### src/rtl/jtagkey_ctrl_pkg.sv
// jtagkey_ctrl shared types: FSM states, driver bundle, sync depth.
// No ports; imported by the sync/debounce cell and the controller.
package jtagkey_ctrl_pkg;

  localparam int SYNC_STAGES = 2;

  typedef enum logic [1:0] {
    ST_IDLE   = 2'd0,
    ST_ACTIVE = 2'd1,
    ST_HOLD   = 2'd2,
    ST_SETTLE = 2'd3
  } state_t;

  typedef struct packed {
    logic jtag_oe;
    logic nsrst_oe;
    logic nsrst_out;
    logic ntrst_oe;
    logic ntrst_out;
  } drv_t;

  localparam drv_t DRV_OFF = '{default: 1'b1};

  function automatic int max3(int a, int b, int c);
    int m;
    m = (a > b) ? a : b;
    return (m > c) ? m : c;
  endfunction

endpackage

### src/rtl/jtagkey_ctrl_if.sv
// Host pins in, buffer controls out, for the JTAG key controller.
// master: host/board side drives HOST_*, TARGET_PRESENT, nSRST_SENSE.
interface jtagkey_ctrl_if;

  logic HOST_JTAG_OE;
  logic HOST_nSRST_OE;
  logic HOST_nSRST_OUT;
  logic HOST_nTRST_OE;
  logic HOST_nTRST_OUT;
  logic TARGET_PRESENT;
  logic nSRST_SENSE;

  logic JTAG_OE;
  logic nSRST_OE;
  logic nSRST_OUT;
  logic nTRST_OE;
  logic nTRST_OUT;
  logic PRESENT;
  logic EXT_SRST;

  modport master (
    output HOST_JTAG_OE, HOST_nSRST_OE, HOST_nSRST_OUT,
    output HOST_nTRST_OE, HOST_nTRST_OUT,
    output TARGET_PRESENT, nSRST_SENSE,
    input  JTAG_OE, nSRST_OE, nSRST_OUT,
    input  nTRST_OE, nTRST_OUT, PRESENT, EXT_SRST
  );

  modport slave (
    input  HOST_JTAG_OE, HOST_nSRST_OE, HOST_nSRST_OUT,
    input  HOST_nTRST_OE, HOST_nTRST_OUT,
    input  TARGET_PRESENT, nSRST_SENSE,
    output JTAG_OE, nSRST_OE, nSRST_OUT,
    output nTRST_OE, nTRST_OUT, PRESENT, EXT_SRST
  );

endinterface

### src/rtl/jtagkey_sync_debounce.sv
// 2-flop synchronizer with optional stable-level debouncer.
// Ports: clk, rst_n (sync, low), d (async in), q (synced/debounced).
module jtagkey_sync_debounce
  import jtagkey_ctrl_pkg::*;
#(
  parameter int DEBOUNCE_CYCLES = 1024,
  parameter bit BYPASS          = 1'b0,
  parameter bit RST_VAL         = 1'b1
) (
  input  logic clk,
  input  logic rst_n,
  input  logic d,
  output logic q
);

  logic [SYNC_STAGES-1:0] sff;
  logic                   sd;

  always_ff @(posedge clk) begin
    if (!rst_n) sff <= {SYNC_STAGES{RST_VAL}};
    else        sff <= {sff[SYNC_STAGES-2:0], d};
  end

  assign sd = sff[SYNC_STAGES-1];

  generate
    if (BYPASS) begin : g_byp
      assign q = sd;
    end else begin : g_db
      localparam int CW = $clog2(DEBOUNCE_CYCLES) + 1;
      localparam logic [CW-1:0] LAST = CW'(DEBOUNCE_CYCLES - 1);

      logic [CW-1:0] cnt;
      logic          lvl;

      // Counts cycles the synced input has differed from the
      // committed level; any return to the level restarts it.
      always_ff @(posedge clk) begin
        if (!rst_n) begin
          cnt <= '0;
          lvl <= RST_VAL;
        end else if (sd == lvl) begin
          cnt <= '0;
        end else if (cnt == LAST) begin
          cnt <= '0;
          lvl <= sd;
        end else begin
          cnt <= cnt + CW'(1);
        end
      end

      assign q = lvl;
    end
  endgenerate

endmodule

### src/rtl/jtagkey_ctrl.sv
// JTAG buffer enable/reset controller: presence gating, nSRST pulse
// stretch + settle mask, target reset detect. Ports: CLK, nRST, bus.
module jtagkey_ctrl
  import jtagkey_ctrl_pkg::*;
#(
  parameter int DEBOUNCE_CYCLES    = 1024,
  parameter int SRST_MIN_CYCLES    = 256,
  parameter int SRST_SETTLE_CYCLES = 64
) (
  input logic           CLK,
  input logic           nRST,
  jtagkey_ctrl_if.slave bus
);

  localparam int CW = $clog2(max3(DEBOUNCE_CYCLES, SRST_MIN_CYCLES,
                                  SRST_SETTLE_CYCLES)) + 1;
  localparam logic [CW-1:0] HOLD_LD = CW'(SRST_MIN_CYCLES - 1);
  localparam logic [CW-1:0] SETL_LD = CW'(SRST_SETTLE_CYCLES - 1);

  logic s_jtag, s_soe, s_sout, s_toe, s_tout, s_sense;
  logic present, sense_q, srst_req;

  jtagkey_sync_debounce #(.BYPASS(1'b1), .RST_VAL(1'b1)) u_s_jtag (
    .clk(CLK), .rst_n(nRST), .d(bus.HOST_JTAG_OE), .q(s_jtag)
  );
  jtagkey_sync_debounce #(.BYPASS(1'b1), .RST_VAL(1'b1)) u_s_soe (
    .clk(CLK), .rst_n(nRST), .d(bus.HOST_nSRST_OE), .q(s_soe)
  );
  jtagkey_sync_debounce #(.BYPASS(1'b1), .RST_VAL(1'b1)) u_s_sout (
    .clk(CLK), .rst_n(nRST), .d(bus.HOST_nSRST_OUT), .q(s_sout)
  );
  jtagkey_sync_debounce #(.BYPASS(1'b1), .RST_VAL(1'b1)) u_s_toe (
    .clk(CLK), .rst_n(nRST), .d(bus.HOST_nTRST_OE), .q(s_toe)
  );
  jtagkey_sync_debounce #(.BYPASS(1'b1), .RST_VAL(1'b1)) u_s_tout (
    .clk(CLK), .rst_n(nRST), .d(bus.HOST_nTRST_OUT), .q(s_tout)
  );
  jtagkey_sync_debounce #(.BYPASS(1'b1), .RST_VAL(1'b1)) u_s_sense (
    .clk(CLK), .rst_n(nRST), .d(bus.nSRST_SENSE), .q(s_sense)
  );
  jtagkey_sync_debounce #(
    .DEBOUNCE_CYCLES(DEBOUNCE_CYCLES),
    .BYPASS(1'b0),
    .RST_VAL(1'b0)
  ) u_present (
    .clk(CLK), .rst_n(nRST), .d(bus.TARGET_PRESENT), .q(present)
  );

  // Only a drive-low request counts; nSRST is never driven high.
  assign srst_req = !s_soe && !s_sout;

  state_t        st, st_nx;
  logic [CW-1:0] cnt, cnt_nx;
  drv_t          drv_q, drv_nx;
  logic          ext_q, ext_nx;

  always_ff @(posedge CLK) begin
    if (!nRST) begin
      st      <= ST_IDLE;
      cnt     <= '0;
      drv_q   <= DRV_OFF;
      ext_q   <= 1'b0;
      sense_q <= 1'b1;
    end else begin
      st      <= st_nx;
      cnt     <= cnt_nx;
      drv_q   <= drv_nx;
      ext_q   <= ext_nx;
      sense_q <= s_sense;
    end
  end

  always_comb begin
    st_nx  = st;
    cnt_nx = cnt;
    drv_nx = DRV_OFF;
    ext_nx = 1'b0;

    unique case (st)
      ST_IDLE: begin
        if (present) st_nx = ST_ACTIVE;
      end
      ST_ACTIVE: begin
        if (srst_req) begin
          st_nx  = ST_HOLD;
          cnt_nx = HOLD_LD;
        end
      end
      ST_HOLD: begin
        if (cnt != '0) begin
          cnt_nx = cnt - CW'(1);
        end else if (!srst_req) begin
          st_nx  = ST_SETTLE;
          cnt_nx = SETL_LD;
        end
      end
      ST_SETTLE: begin
        if (srst_req) begin
          st_nx  = ST_HOLD;
          cnt_nx = HOLD_LD;
        end else if (cnt == '0) begin
          st_nx = ST_ACTIVE;
        end else begin
          cnt_nx = cnt - CW'(1);
        end
      end
      default: st_nx = ST_IDLE;
    endcase

    if (!present && st != ST_IDLE) begin
      st_nx  = ST_IDLE;
      cnt_nx = '0;
    end

    // Decode from the next state so host pins reach the pads in
    // two sync stages plus this one register.
    if (st_nx != ST_IDLE) begin
      drv_nx.jtag_oe   = s_jtag;
      drv_nx.ntrst_oe  = s_toe;
      drv_nx.ntrst_out = s_tout;
    end
    if (st_nx == ST_HOLD) begin
      drv_nx.nsrst_oe  = 1'b0;
      drv_nx.nsrst_out = 1'b0;
    end

    ext_nx = (st == ST_ACTIVE) && sense_q && !s_sense;
  end

  assign bus.JTAG_OE   = drv_q.jtag_oe;
  assign bus.nSRST_OE  = drv_q.nsrst_oe;
  assign bus.nSRST_OUT = drv_q.nsrst_out;
  assign bus.nTRST_OE  = drv_q.ntrst_oe;
  assign bus.nTRST_OUT = drv_q.ntrst_out;
  assign bus.PRESENT   = present;
  assign bus.EXT_SRST  = ext_q;

endmodule

### src/flat_wrapper.sv
// flat-port wrapper written by rule: the top's interface ports become plain ports
module jtagkey_ctrl_flat import jtagkey_ctrl_pkg::*;
#(
  parameter int DEBOUNCE_CYCLES    = 1024,
  parameter int SRST_MIN_CYCLES    = 256,
  parameter int SRST_SETTLE_CYCLES = 64
)
  (CLK, nRST, bus_HOST_JTAG_OE, bus_HOST_nSRST_OE, bus_HOST_nSRST_OUT, bus_HOST_nTRST_OE, bus_HOST_nTRST_OUT, bus_TARGET_PRESENT, bus_nSRST_SENSE, bus_JTAG_OE, bus_nSRST_OE, bus_nSRST_OUT, bus_nTRST_OE, bus_nTRST_OUT, bus_PRESENT, bus_EXT_SRST);
  jtagkey_ctrl_if bus_i ();
  input logic CLK;
  input logic nRST;
  input wire logic [$bits(bus_i.HOST_JTAG_OE)-1:0] bus_HOST_JTAG_OE;
  input wire logic [$bits(bus_i.HOST_nSRST_OE)-1:0] bus_HOST_nSRST_OE;
  input wire logic [$bits(bus_i.HOST_nSRST_OUT)-1:0] bus_HOST_nSRST_OUT;
  input wire logic [$bits(bus_i.HOST_nTRST_OE)-1:0] bus_HOST_nTRST_OE;
  input wire logic [$bits(bus_i.HOST_nTRST_OUT)-1:0] bus_HOST_nTRST_OUT;
  input wire logic [$bits(bus_i.TARGET_PRESENT)-1:0] bus_TARGET_PRESENT;
  input wire logic [$bits(bus_i.nSRST_SENSE)-1:0] bus_nSRST_SENSE;
  output wire logic [$bits(bus_i.JTAG_OE)-1:0] bus_JTAG_OE;
  output wire logic [$bits(bus_i.nSRST_OE)-1:0] bus_nSRST_OE;
  output wire logic [$bits(bus_i.nSRST_OUT)-1:0] bus_nSRST_OUT;
  output wire logic [$bits(bus_i.nTRST_OE)-1:0] bus_nTRST_OE;
  output wire logic [$bits(bus_i.nTRST_OUT)-1:0] bus_nTRST_OUT;
  output wire logic [$bits(bus_i.PRESENT)-1:0] bus_PRESENT;
  output wire logic [$bits(bus_i.EXT_SRST)-1:0] bus_EXT_SRST;
  assign bus_i.HOST_JTAG_OE = bus_HOST_JTAG_OE;
  assign bus_i.HOST_nSRST_OE = bus_HOST_nSRST_OE;
  assign bus_i.HOST_nSRST_OUT = bus_HOST_nSRST_OUT;
  assign bus_i.HOST_nTRST_OE = bus_HOST_nTRST_OE;
  assign bus_i.HOST_nTRST_OUT = bus_HOST_nTRST_OUT;
  assign bus_i.TARGET_PRESENT = bus_TARGET_PRESENT;
  assign bus_i.nSRST_SENSE = bus_nSRST_SENSE;
  assign bus_JTAG_OE = bus_i.JTAG_OE;
  assign bus_nSRST_OE = bus_i.nSRST_OE;
  assign bus_nSRST_OUT = bus_i.nSRST_OUT;
  assign bus_nTRST_OE = bus_i.nTRST_OE;
  assign bus_nTRST_OUT = bus_i.nTRST_OUT;
  assign bus_PRESENT = bus_i.PRESENT;
  assign bus_EXT_SRST = bus_i.EXT_SRST;
  jtagkey_ctrl #(.DEBOUNCE_CYCLES(DEBOUNCE_CYCLES), .SRST_MIN_CYCLES(SRST_MIN_CYCLES), .SRST_SETTLE_CYCLES(SRST_SETTLE_CYCLES)) u_core (.CLK(CLK), .nRST(nRST), .bus(bus_i));
endmodule
### config.mk
export PLATFORM = sky130hd
export DESIGN_NAME = jtagkey_ctrl_flat
export DESIGN_NICKNAME = d
export VERILOG_FILES = /design/src/rtl/jtagkey_ctrl_pkg.sv /design/src/rtl/jtagkey_ctrl_if.sv /design/src/rtl/jtagkey_sync_debounce.sv /design/src/rtl/jtagkey_ctrl.sv /design/src/flat_wrapper.sv
export SDC_FILE = /design/constraint.sdc
export NUM_CORES = 1
export LEC_CHECK = 0
export BUFFER_PORTS_ARGS = -buffer_cell sky130_fd_sc_hd__buf_2
export CAP_MARGIN = 10
export CORE_ASPECT_RATIO = 1.4
export CORE_MARGIN = 2
export CORE_UTILIZATION = 55
export CTS_BUF_LIST = sky130_fd_sc_hd__clkbuf_8
export CTS_CLUSTER_SIZE = 40
export DETAILED_ROUTE_END_ITERATION = 6
export GPL_ROUTABILITY_DRIVEN = 0
export PLACE_DENSITY_LB_ADDON = 0.15
export SYNTH_ARGS = -nofsm -noshare
export SYNTH_HDL_FRONTEND = slang
export SYNTH_SLANG_ARGS = --single-unit
### constraint.sdc
create_clock -name CLK -period 2.3 [get_ports CLK]
set_input_delay 0.23 -clock CLK [delete_from_list [all_inputs] [get_ports CLK]]
set_output_delay 0.23 -clock CLK [all_outputs]
set_load 0.02 [all_outputs]
Yosys cells after proc, flatten, opt, wreduce, memory -nomap -nowiden
Index checks and enable logic that the tools add are counted.
{"block": "word_totals", "reg_bits": 46, "input_bits": 9, "out_inout_bits": 7, "elab_cells": 65}
{"block": "classes", "n_addsub": 2, "n_eq_ne": 9, "mux": 15, "bitwise": 2, "n_reduce_logical": 19}
{"cell": "11-bit 2-to-1 mux", "n": 5}
{"cell": "11-bit case mux with 3 select lines", "n": 1}
{"cell": "2-bit 2-to-1 mux", "n": 8}
{"cell": "11-bit by 1-bit adder with 11-bit output (second input constant)", "n": 1}
{"cell": "11-bit by 10-bit equality test with 1-bit output (second input constant)", "n": 1}
{"cell": "11-bit zero test", "n": 1}
{"cell": "11-bit nonzero test", "n": 1}
{"cell": "11-bit by 1-bit subtractor with 11-bit output (second input constant)", "n": 1}
{"cell": "2-bit case mux with 4 select lines", "n": 1}
{"cell": "2-bit equality test (second input constant)", "n": 3}
{"cell": "1-bit logical AND", "n": 4}
{"cell": "1-bit zero test", "n": 4}
{"cell": "2-bit AND reduction", "n": 2}
{"cell": "4-bit AND reduction", "n": 1}
{"cell": "2-bit nonzero test", "n": 2}
{"cell": "3-bit by 2-bit != test with 1-bit output (second input constant)", "n": 1}
{"cell": "3-bit != test (second input constant)", "n": 1}
{"cell": "3-bit nonzero test", "n": 1}
{"cell": "3-bit OR reduction", "n": 1}
{"cell": "2-bit by 1-bit equality test with 1-bit output (second input constant)", "n": 1}
{"cell": "2-bit zero test", "n": 1}
{"cell": "2-bit by 1-bit != test with 1-bit output (second input constant)", "n": 1}
{"cell": "1-bit inverter", "n": 2}
{"cell": "2-bit OR reduction", "n": 1}
{"cell": "1-bit equality test", "n": 1}

Depth between registers and ports, before layout
{"block": "depth", "word_depth": 8, "ltp_mapped": 6, "mapped_depth_nobuf": 6}

Hierarchy
Synthesis repeated with hierarchy kept, for this count alone.
{"block": "unflattened", "hier_cells": 186, "area_unflattened_um2": 1831.8}
{"module": "jtagkey_ctrl", "instances": 1, "cells_per_inst": 104, "area_per_inst_um2": 919.6, "seq_area_each_um2": 380.4}
{"module": "jtagkey_sync_debounce at u_core.u_present", "instances": 1, "cells_per_inst": 58, "area_per_inst_um2": 596.8, "seq_area_each_um2": 280.3}
{"module": "jtagkey_sync_debounce at u_core.u_s_jtag ...", "instances": 6, "cells_per_inst": 4, "area_per_inst_um2": 52.6, "seq_area_each_um2": 40.0}

Worst setup path before layout
Ideal clock, no wire load.
{"block": "synth_path", "path_kind": "flip-flop to flip-flop", "start": "register u_core.cnt[0]", "end": "register u_core.cnt[1]", "setup_time_ps": 72, "t_arrival_ps": 2032, "required_ps": 2228, "setup_slack_ps": 196, "stages_incl_launch_ff": 7, "synth_period_minus_slack_ps": 2104, "path_cell_list": "dfxtp_1 > inv_1 > ha_1 > or4b_4 > o41ai_4 > mux2_2 > a21oi_1"}
{"block": "synth_between", "elab_chain_len": 4, "word_cells_on_any_way": 10, "classes_between": "1 x add/sub; 2 x eq/ne; 4 x mux; 3 x reduce/logical"}
{"item": "from (decl)", "line": "jtagkey_ctrl.sv:53", "rtl": "logic [CW-1:0] cnt, cnt_nx;"}
{"item": "from (signal assigned)", "line": "jtagkey_ctrl.sv:66", "rtl": "cnt <= cnt_nx;"}
{"item": "11-bit by 1-bit subtractor with 11-bit output", "line": "jtagkey_ctrl.sv:91, jtagkey_ctrl.sv:104"}
{"item": "11-bit 2-to-1 mux", "line": "jtagkey_ctrl.sv:101", "rtl": "end else if (cnt == '0) begin"}
{"item": "11-bit 2-to-1 mux", "line": "jtagkey_ctrl.sv:98", "rtl": "if (srst_req) begin"}
{"item": "11-bit case mux with 3 select lines", "line": "jtagkey_ctrl.sv:79", "rtl": "unique case (st)"}
Several ways; a longest one is shown, not always the timed one. The select of a mux whose other input is x is not followed.
A chain may end at the register's enable or synchronous reset.

Final worst setup path
{"block": "layout_path", "start": "register u_core.cnt[0]", "end": "register u_core.cnt[9]"}
The elaborated chain is that of the path after synthesis.

==> results by group <==
Clocking
  – CTS Hold Bufs: 0
  – CTS root buf: clkbuf_8
  – Clock Latency Late Sink: 300 ps
  – TritonCTS clock tree: built
  – Total CTS buffers: 5
  – Max Buffers Root-to-Sink: 2
  – CTS Sinks: 45
  – # H-tree levels: 2
  – Worst-path clk slew: 90 ps

Global route
  – First-pass GRT wire length: 6120 um
  – Grt met1 use: 21.1%
  – Gr busiest metal: met2
  – Grt ovf: 0
  – Pin count of the biggest net entering global routing: 22
  – Vias in the first global route: 1467
  – Total track usage: 21.0%
  – Antenna violations before repair: 0
  – Met2 Use GR: 38.3%
  – GR Util met3: 5.69%

STA
  – RSZ-0062 raised after global routing: false
  – Worst hold slack: 108 ps
  – Tmin final: 2220 ps
  – Setup TNS: 0 ps
  – Max_slew headroom: 55.3%
  – Max-slew violations: 0
  – Setup violations, final: 0
  – Final hold vios: 0
  – Clock Skew: 6.37 ps
  – Achievable frequency: 451 MHz
  – Least-Margin Pin Slew: 666 ps
  – Final worst-path cycle share: 96.5%

Detailed routing
  – DRC Markers: 0
  – Final wirelength: 3630 um
  – DR iter-0 viols: 58
  – Post-route ant nets: 0
  – Vias: 1509
  – Routed length per instance: 13.7 um
  – Via-per-instance ratio: 5.72
  – Initial DRT Pass Iterations: 4

Yosys
  – Yosys reg bits: 45
  – Predominant post-synthesis flop cell: dfxtp_1
  – Syn Std Cell Area: 1900 um2
  – Cells after Synth: 207
  – Syn_area_per_cell: 9.16 um2
  – Mapped Nets: 218
  – Number of synthesized flops with an enable pin: 0
  – Synth warn: 0
  – Yosys cell types: 46
  – Sequential share of the synthesized area: 47.5%
  – Post-synthesis async set-or-reset flop share: 0%

Floorplan
  – IO Pins: 16
  – Die Wd: 53.6 um
  – Chip height: 73.5 um
  – Core area: 3350 um2
  – Die ar.: 3940 um2
  – Placement Rows: 25
  – Initial core utilization: 56.7%

Finish
  – Fin cells: 264
  – Seq. cell area: 901 um2
  – Layout Area Growth over Synthesis: 11.0%
  – FILL cells: 286
  – Number of diodes: 0
  – Fraction of layout cells with a size suffix above 1: 19.2%
  – Area of the multi-input gates: 930 um2
  – Largest regs: u_core.cnt: 11 flops, u_core.u_present.g_db.cnt: 11 flops
  – Layout Nets: 234

Place
  – IO buf count: 15
  – Placed Cells: 256
  – DP Wirelength: 2710 um

Power and ir drop
  – Pwr Density: 639 nW/um2
  – Worst-case vdd ir drop: 0.714 mV
  – Leakage Power: 0.790 nW

Status
  – Status: finished, final reports clean

Critical path
  – Critical path required time: 2530 ps
  – Kind of end point of the critical path: flip-flop
  – Arr. time, crit path: 2450 ps
  – Critical Path Start Type: flip-flop
  – Crit-path max FO: 6
  – CP Class: flip-flop to flip-flop

Job
  – Max Cap Viol: 0

Worst hold path
  – Hold Crit Class: primary input to flip-flop
[per-stage QoR]
step | power, mW | area, um2 | setup WS (ps) | utilization (%)
global placement | 0.842 | 2010 | 155 | 59.9
floorplan | 0.833 | 1900 | 196 | -
CTS | 1.36 | 2100 | 24.6 | 62.8
finish | 1.35 | 2110 | 81.4 | 62.9
global route | 1.39 | 2110 | 21.3 | 62.9
detailed placement | 0.843 | 2010 | 49.3 | 59.9
[path summary, 6_finish.rpt]
path                          start                endpoint  slack, ps  depth (start not counted)
max reg2reg           u_core.cnt[0]           u_core.cnt[9]         80                          6
max                   u_core.cnt[0]           u_core.cnt[9]         80                          6
min              bus_HOST_nSRST_OUT  u_core.u_s_sout.sff[0]        110                          2
min reg2reg  u_core.u_s_jtag.sff[0]  u_core.u_s_jtag.sff[1]        410                          1
[routing by layer]
| layer | vias up | part of all wire, % |
|---|---|---|
| met5 | - | 0 |
| met4 | 0 | 2.2 |
| met3 | 8 | 3.7 |
| met2 | 40 | 53 |
| met1 | 702 | 41 |
| li1 | 759 | - |
[worst max-delay path: stages (launching register included)]
cell     delay [ps]
dfxtp_1         350
inv_1           120
ha_2            210
or4b_4          530
or4_4           540
a41oi_2         220
mux2i_1         190
[logic make-up after synthesis]
| logic type | synth area share (%) |
|---|---|
| adders and majority gates | 1.32 |
| AOI/OAI and AO/OA | 14.6 |
| DFF | 47.5 |
| and+or+nand+nor | 26.6 |
| xor gates and xnor gates | 4.62 |
| buffers and inverters | 3.63 |
| muxes | 1.65 |
[power by group]
part | leakage, nW | total (mW) | internal [mW] | switching, mW
Clock | 0.0511 | 0.521 | 0.229 | 0.292
Combinational | 0.373 | 0.0292 | 0.0144 | 0.0147
Sequential | 0.366 | 0.795 | 0.791 | 0.00426
Total | 0.790 | 1.35 | 1.03 | 0.311
[Yosys cell counts (all sizes together), types with 2 or more instances]
cell type / count / share of area [%]
nor2: 23 / 4.6
a21oi: 6 / 1.6
nor3: 5 / 1.3
clkbuf: 7 / 1.4
o21ai: 9 / 2.4
ha: 2 / 1.3
and2: 2 / 0.66
nand2: 12 / 2.4
nor4b: 2 / 0.92
buf: 2 / 0.66
xor2: 6 / 2.8
or3: 2 / 0.73
nand4: 5 / 1.6
inv: 8 / 1.6
or4: 3 / 1.6
mux2i: 2 / 1.1
o211ai: 6 / 2.4
dfxtp: 45 / 47
xnor2: 4 / 1.8
nand2b: 14 / 4.6
nor4: 4 / 1.3
nand3: 6 / 1.6
o41ai: 2 / 1.9
a31oi: 6 / 2.0
or2: 7 / 2.3
nor2b: 2 / 0.66
[cell usage in the layout (no fill, tap or decap), types with 2 or more instances in the layout]
| master | count |
|---|---|
| buf_2 | 15 |
| nand3_1 | 6 |
| nand2b_1 | 14 |
| inv_6 | 2 |
| xnor2_1 | 4 |
| nor2b_1 | 2 |
| o21ai_0 | 8 |
| o211ai_1 | 6 |
| nor4b_1 | 2 |
| buf_4 | 3 |
| nor2_1 | 23 |
| dfxtp_1 | 45 |
| mux2i_1 | 2 |
| a31oi_1 | 6 |
| inv_1 | 8 |
| or4_4 | 2 |
| nor4_1 | 4 |
| nor3_1 | 5 |
| nand2_1 | 12 |
| or2_2 | 7 |
| nand4_1 | 5 |
| and2_1 | 2 |
| xor2_1 | 6 |
| clkbuf_8 | 5 |
| a21oi_1 | 6 |
[timing repair]
item	4_1_cts	5_1_grt
hold endpoints to repair	0	0
buffers inserted	0	0
setup endpoints to repair	0	2
gates resized for setup	0	1
[cell type report]
cell class | instances | area share [%]
Sequential cell | 45 | 42.8
Clock inverter | 3 | 1.37
Inverter | 8 | 1.43
Tap cell | 40 | 2.38
Clock buffer | 5 | 3.27
Multi-Input combinational cell | 145 | 44.1
Timing Repair Buffer | 18 | 4.63
No activity file was read; power rests on OpenSTA's default activity.
